--- src/rtl/latch_write_arbiter.sv ---
// Arbitrates write access to one external transparent latch among NREQ requesters and
// sequences its enable: OPEN_CYC-cycle open window, one hold/ack cycle, back to idle.
// Define LATCH_ARB_FIXED_PRIO_EN for fixed priority (lowest index wins); default is round-robin.
module latch_write_arbiter #(
  parameter int NREQ     = 4,
  parameter int W        = 8,
  parameter int OPEN_CYC = 2
) (
  input  logic              clk,
  input  logic              reset,
  input  logic [NREQ-1:0]   req,
  input  logic [NREQ*W-1:0] req_data,
  output logic [NREQ-1:0]   gnt,
  output logic [NREQ-1:0]   ack,
  output logic [W-1:0]      lat_d,
  output logic              lat_ena,
  output logic              busy
);

  localparam int IW = (NREQ > 1) ? $clog2(NREQ) : 1;
  localparam int CW = $clog2(OPEN_CYC + 1);

  typedef enum logic [1:0] {IDLE, OPEN, CLOSE} state_t;

  state_t          state, state_next;
  logic [NREQ-1:0] gnt_next, ack_next;
  logic [W-1:0]    lat_d_next;
  logic            lat_ena_next;
  logic [IW-1:0]   ptr, ptr_next;
  logic [IW-1:0]   win, win_next;
  logic [IW-1:0]   pick;
  logic            found;
  logic [CW-1:0]   cnt, cnt_next;
  int              idx;

  // Winner selection, evaluated every cycle but only consumed in IDLE.
  always_comb begin
    // NOTE: every variable assigned in always_comb gets a default first, so no path infers a latch.
    pick  = '0;
    found = 1'b0;
    idx   = 0;
`ifdef LATCH_ARB_FIXED_PRIO_EN
    for (int i = 0; i < NREQ; i++) begin
      if (!found && req[i]) begin
        found = 1'b1;
        pick  = IW'(i);
      end
    end
`else
    for (int i = 0; i < NREQ; i++) begin
      idx = int'(ptr) + i;
      if (idx >= NREQ) idx = idx - NREQ;
      if (!found && req[idx]) begin
        found = 1'b1;
        pick  = IW'(idx);
      end
    end
`endif
  end

  always_comb begin
    state_next   = state;
    gnt_next     = gnt;
    ack_next     = '0;
    lat_d_next   = lat_d;
    lat_ena_next = lat_ena;
    ptr_next     = ptr;
    win_next     = win;
    cnt_next     = cnt;
    unique case (state)
      IDLE: begin
        gnt_next     = '0;
        lat_ena_next = 1'b0;
        if (found) begin
          state_next   = OPEN;
          gnt_next     = {{(NREQ-1){1'b0}}, 1'b1} << pick;
          lat_d_next   = req_data[pick*W +: W];
          lat_ena_next = 1'b1;
          cnt_next     = CW'(OPEN_CYC - 1);
          win_next     = pick;
        end
      end
      OPEN: begin
        if (cnt == '0) begin
          state_next   = CLOSE;
          lat_ena_next = 1'b0;
          ack_next     = gnt;
        end else begin
          cnt_next = cnt - 1'b1;
        end
      end
      CLOSE: begin
        // lat_d is left untouched here so the latch input stays stable after ena falls.
        state_next = IDLE;
        gnt_next   = '0;
`ifndef LATCH_ARB_FIXED_PRIO_EN
        ptr_next   = (win == IW'(NREQ - 1)) ? '0 : win + 1'b1;
`endif
      end
      default: state_next = IDLE;
    endcase
  end

  always_ff @(posedge clk) begin
    // NOTE: sequential state uses non-blocking assignments so every register samples pre-edge values.
    if (reset) begin
      state   <= IDLE;
      gnt     <= '0;
      ack     <= '0;
      lat_d   <= '0;
      lat_ena <= 1'b0;
      ptr     <= '0;
      win     <= '0;
      cnt     <= '0;
    end else begin
      state   <= state_next;
      gnt     <= gnt_next;
      ack     <= ack_next;
      lat_d   <= lat_d_next;
      lat_ena <= lat_ena_next;
      ptr     <= ptr_next;
      win     <= win_next;
      cnt     <= cnt_next;
    end
  end

  assign busy = (state != IDLE);

endmodule

--- config.mk ---
export PLATFORM = sky130hd
export DESIGN_NAME = latch_write_arbiter
export DESIGN_NICKNAME = d
export VERILOG_FILES = /design/src/rtl/latch_write_arbiter.sv
export SDC_FILE = /design/constraint.sdc
export NUM_CORES = 1
export LEC_CHECK = 0
export ABC_AREA = 1
export CAP_MARGIN = 20
export CORE_AREA = 2 2 60 62
export CTS_CLUSTER_DIAMETER = 150
export DETAILED_ROUTE_END_ITERATION = 16
export DIE_AREA = 0 0 62 64
export GPL_ROUTABILITY_DRIVEN = 0
export HOLD_SLACK_MARGIN = 0.15
export PLACE_DENSITY = 0.83
export SLEW_MARGIN = 20
export SYNTH_ARGS = -nofsm -noshare
export SYNTH_HDL_FRONTEND = slang
export SYNTH_SLANG_ARGS = --single-unit
--- constraint.sdc ---
create_clock -name clk -period 3.9 [get_ports clk]
set_clock_uncertainty 0.05 [all_clocks]
set_input_delay 0.975 -clock clk [delete_from_list [all_inputs] [get_ports clk]]
set_output_delay 0.975 -clock clk [all_outputs]
set_load 0.1 [all_outputs]
### After elaboration in Yosys (flattened, before gate mapping)

Index checks and enable logic that the tools add are counted.

* register bits after elaboration: 25
* input bits: 38
* output and inout port bits: 18

* add/subtract/negate cells: 9
* order comparisons: 8
* equal/unequal tests: 6
* shifts and indexed selects: 2
* mux-type cells: 35
* bitwise gates (word level): 2
* reduce and logical (&&, ||, !) cells: 16

Operators by type and width (number)
* < comparator 32 x 4 -> 1 bit, second input constant: 4
* 2-to-1 mux 32 bit: 4
* indexed part select 32 x 6 -> 8 bit: 1
* 2-to-1 mux 2 bit: 8
* 2-to-1 mux 1 bit: 14
* subtractor 3 x 3 -> 4 bit, second input constant: 3
* greater-or-equal comparator 3 bit, second input constant: 3
* binary-select mux 1 bit (select 2 bit): 4
* case mux 2 bit (2 select lines): 2
* case mux 4 bit (2 select lines): 1
* adder 2 x 2 -> 3 bit, second input constant: 2
* inequality test 2 bit, second input constant: 3
* AND reduction 2 bit: 3
* nonzero test 2 bit: 3
* == test 2 bit, second input constant: 2
* zero test 2 bit: 2
* 2-to-1 mux 4 bit: 1
* << shifter 1 x 2 -> 4 bit, first input constant: 1
* subtractor 2 x 3 -> 4 bit, second input constant: 1
* adder 2 x 1 -> 3 bit, second input constant: 1
* greater-or-equal comparator 2 x 3 -> 1 bit, second input constant: 1
* logical AND 1 bit: 3
* zero test 1 bit: 3
* AND reduction 3 bit: 1
* other kinds (6): 7

### Logic depth before layout (Yosys ltp)

* word-level depth: 18
* mapped depth: 17
* gate-level depth less buffers: 15

### Worst setup path after synthesis

Ideal clock, no wire load.

* path type: input to register
* from: input req[1]
* to: register lat_d[1]
* arrival: 2.142 ns
* data required time: 3.732 ns
* path slack: 1.591 ns
* stages: 12
* path buffers: 1
* cell sequence: inv_1 nand2_1 nand3_1 nand2_2 nor2_4 nand2_1 or2_1 nand2_2 inv_2 buf_2 o21ai_1 nor2_1

* cells in the longest elaborated chain, start to end: 14
* elaborated cells between the ends (all ways): 28
* those cells by class: 1 x shift; 20 x mux; 7 x reduce/logical

RTL lines
* start, declared: RTL line 11 `input logic [NREQ-1:0] req,`
* binary-select mux 1 bit (select 2 bit): RTL line 53 `if (!found && req[idx]) begin`
* 2-to-1 mux 1 bit (not written as such) (2 in series): RTL line 53
* 2-to-1 mux 1 bit: RTL line 53
* zero test 1 bit: RTL line 53
* logical AND 1 bit: RTL line 53
* 2-to-1 mux 1 bit: RTL line 53
* zero test 1 bit: RTL line 53
* logical AND 1 bit: RTL line 53
* 2-to-1 mux 1 bit: RTL line 53
* zero test 1 bit: RTL line 53
* logical AND 1 bit: RTL line 53
* 2-to-1 mux 2 bit or 2-to-1 mux 1 bit (tied branches): RTL line 53
* indexed part select 32 x 6 -> 8 bit or AND reduction 2 bit (tied branches)
* end signal, assigned: RTL line 119 `lat_d <= lat_d_next;`
* end, declared: RTL line 15 `output logic [W-1:0] lat_d,`

Several ways; a longest one is shown, not always the timed one. The select of a mux whose other input is x is not followed.
A chain may end at the register's enable or synchronous reset.

### Worst setup path in the final report

* from: register gnt[2]
* to: output gnt[2]

RTL lines
* start, declared: RTL line 13 `output logic [NREQ-1:0] gnt,`
* start signal, assigned: RTL line 117 `gnt <= gnt_next;`

No word-level cell between the ends.

==> out/metrics.cfg <==
[setup_path]
critical_path.endpoint = gnt[2]
critPathMaxStageDelay_ns = 1.15
r2r_slack_ns = 1.45
startpoint_type = flip-flop
crit_family = buffers and inverters
crit_required_ns = 2.87
path_class = flip-flop to output pin
worstRegToRegCells = 13
critPathBufInv = 1
worstSetupEndpointType = output pin
critPathArrivalTime_ns = 1.86
worst_r2r_endpoint = lat_d[2]
cp_cell_sequence = clkdlybuf4s50_1
crit_start = gnt[2]
cp_max_fo = 3
path_depth = 1
cp_slowest_cell = clkdlybuf4s50_1
r2r_start = ptr[0]

[timing]
fin_setup_tns_ns = 0
slew_headroom = 0.3314
drv_slew = 0
setup_slack_ns = 1.014
fmax_mhz = 346.4
period_share = 0.7401
tightest_slew_ns = 0.9998
final_hold_viol_count = 0
rsz0062_at_grt = no
period_minus_slack_ns = 2.886
setup_viol = 0

[cts]
insertion_delay_ns = 0.33
clkSlewWorstSetupHoldPaths_ns = 0.14
cts.path.max_buffers = 2
ctsHoldBuffers = 0
root_buffer = clkbuf_4
cts_tree = built
cts_max_level = 1
cts-resized-gates = 0
cts_made_buffers = 3
cts.sinks = 25
cts_setup_buffers = 0

[power_and_ir_drop]
finalPower_mw = 1.644
p_seq_frac = 0.239
clockPowerShare = 0.075
combinationalPowerShare = 0.686
ir_drop_mv = 0.4710
p_int_mw = 0.6756
p_leak_nw = 0.9606
switching_share = 0.5890
netSwitchingPower_mw = 0.9683
cellPowerDensity_nw_per_um2 = 776.5

[yosys]
syn_nets = 292
synth-edff-count = 0
synth_top_cells_by_area = dfxtp_1 32%, nand2_1 18%, nand3_1 14%, nor2_1 7.3%, inv_1 6.1%
synth-main-ff-cell = dfxtp_1
synth.distinct_cells = 19
syn_inst = 252
synth_top_cell_area_share = 0.3244
synth_area_leader_cell = dfxtp_1
async_reset_ff_frac = 0
syn_area_per_cell_sq_um = 6.122
synth.most_common_cell = nand2_1
synth-seq-cells = 25
yosys_warnings = 0
synth_seq_area_share = 0.3244
synthTopCellsByCount = 75 x nand2_1, 42 x nand3_1, 30 x nor2_1, 25 x dfxtp_1, 25 x inv_1
synth_area_sq_um = 1543

[placement]
pre_cts_slack_ns = 0.8081
post_dp_cell_area_sq_um = 2087
dpl.hpwl_um = 2832
io_buffers = 55

[finish]
final_cell_area_sq_um = 2117
final_nets = 343
diodes = 0
multiInputGateArea_sq_um = 875.8
nFillCells = 303
seqCellArea_sq_um = 500.5
final_layout_size_suffix_gt1_frac = 0.06291
area_growth_pct = 37.23

[grt]
globalRouteOverflowTotal = 0
grt_use_met2 = 0.3359
use_met1 = 0.2668
grt_pass1_wl_um = 6334
grt-busiest-layer = met2
antenna_found_initial = 0
grt_pass1_vias = 1504
grt_util_all_layers = 0.2078
grt_max_degree = 24
use_met3 = 0.05061

[routing]
wl_per_cell_um = 10.57
drtIter0Drc = 82
ant_nets = 0
routed_wl_um = 3677
vias = 1685
drc_errors = 0
viasPerCell = 4.842
first_pass_iters = 4

[die]
io_pins = 56
die_y_um = 64
rows = 21
die_x_um = 62
dieArea_sq_um = 3968
core_sq_um = 3284
initial_core_util = 0.4697

[worst_hold_path]
hold_class = flip-flop to flip-flop

[status]
status = finished, final reports clean

[run]
max_cap_violations = 0

-- logic make-up (layout without fill, tap and decap cells) --
family | Yosys count | in the layout | share of synthesized area
AO/OA/AOI/OAI | 27 | 27 | 0.08759
adder cells (fa/ha/maj) | 2 | 2 | 0.01622
buffers and inverters | 37 | 87 | 0.1079
flip-flops | 25 | 25 | 0.3244
AND/OR/NAND/NOR | 161 | 161 | 0.4639
-- stage by stage --
step,hold slack (ns),util,std cells
after CTS,0.4071,0.6446,348
after detailed placement,0.3868,0.6354,344
after global routing,0.4157,0.6446,348
after floorplan,0.3893,-,252
after global placement,0.3820,0.6354,344
final,0.4056,0.6446,348
-- power by group through the flow --
| stage | Clock (mW) | Combinational [mW] | Sequential [mW] |
|---|---|---|---|
| after detailed placement | 0 | 1.13 | 0.399 |
| after floorplan | 0 | 0.536 | 0.774 |
| after global placement | 0 | 1.12 | 0.397 |
| after global routing | 0.141 | 1.23 | 0.405 |
| after CTS | 0.126 | 1.13 | 0.393 |
| final | 0.124 | 1.13 | 0.393 |
-- registers in the layout (all words and copies together) (netlist names) --
signal / count
gnt: 4
win: 2
ack: 4
lat_d: 8
lat_ena: 1
ptr: 2
state: 2
cnt: 2
-- layout by cell type (no fill, tap or decap), types with 2 or more instances in the layout --
cell type         n
nand2_1          75
clkdlybuf4s50_1  54
nand3_1          42
nor2_1           30
inv_1            25
dfxtp_1          25
a21oi_1          12
o21ai_1          11
nand2_2           6
nor2_4            4
o21ai_0           4
inv_2             3
clkbuf_4          3
nand4_1           2
ha_1              2
-- per-layer routing --
metal  up-vias  routed length (um)
met5         -                   0
met2        60                1779
met1       715                1557
met4         0                  51
met3         6                 289
li1        904                   -
-- final cells by class --
type,instances,area share
flip-flops and latches,25,0.2364
well taps,46,0.02719
inverters,28,0.04965
clock buffers,3,0.01064
multi-input cells,190,0.4137
clock inverters,1,0.003546
repair buffers,55,0.2589
-- how the worst min path moves through the flow --
stage | depth (start not counted) | to | startpoint
floorplan | 2 | cnt[0] | cnt[0]
global placement | 2 | ack[2] | gnt[2]
detailed placement | 2 | ack[1] | gnt[1]
CTS | 2 | ack[1] | gnt[1]
global route | 2 | ack[0] | gnt[0]
finish | 2 | ack[0] | gnt[0]
Note: power is estimated with default switching activity, not from simulation.
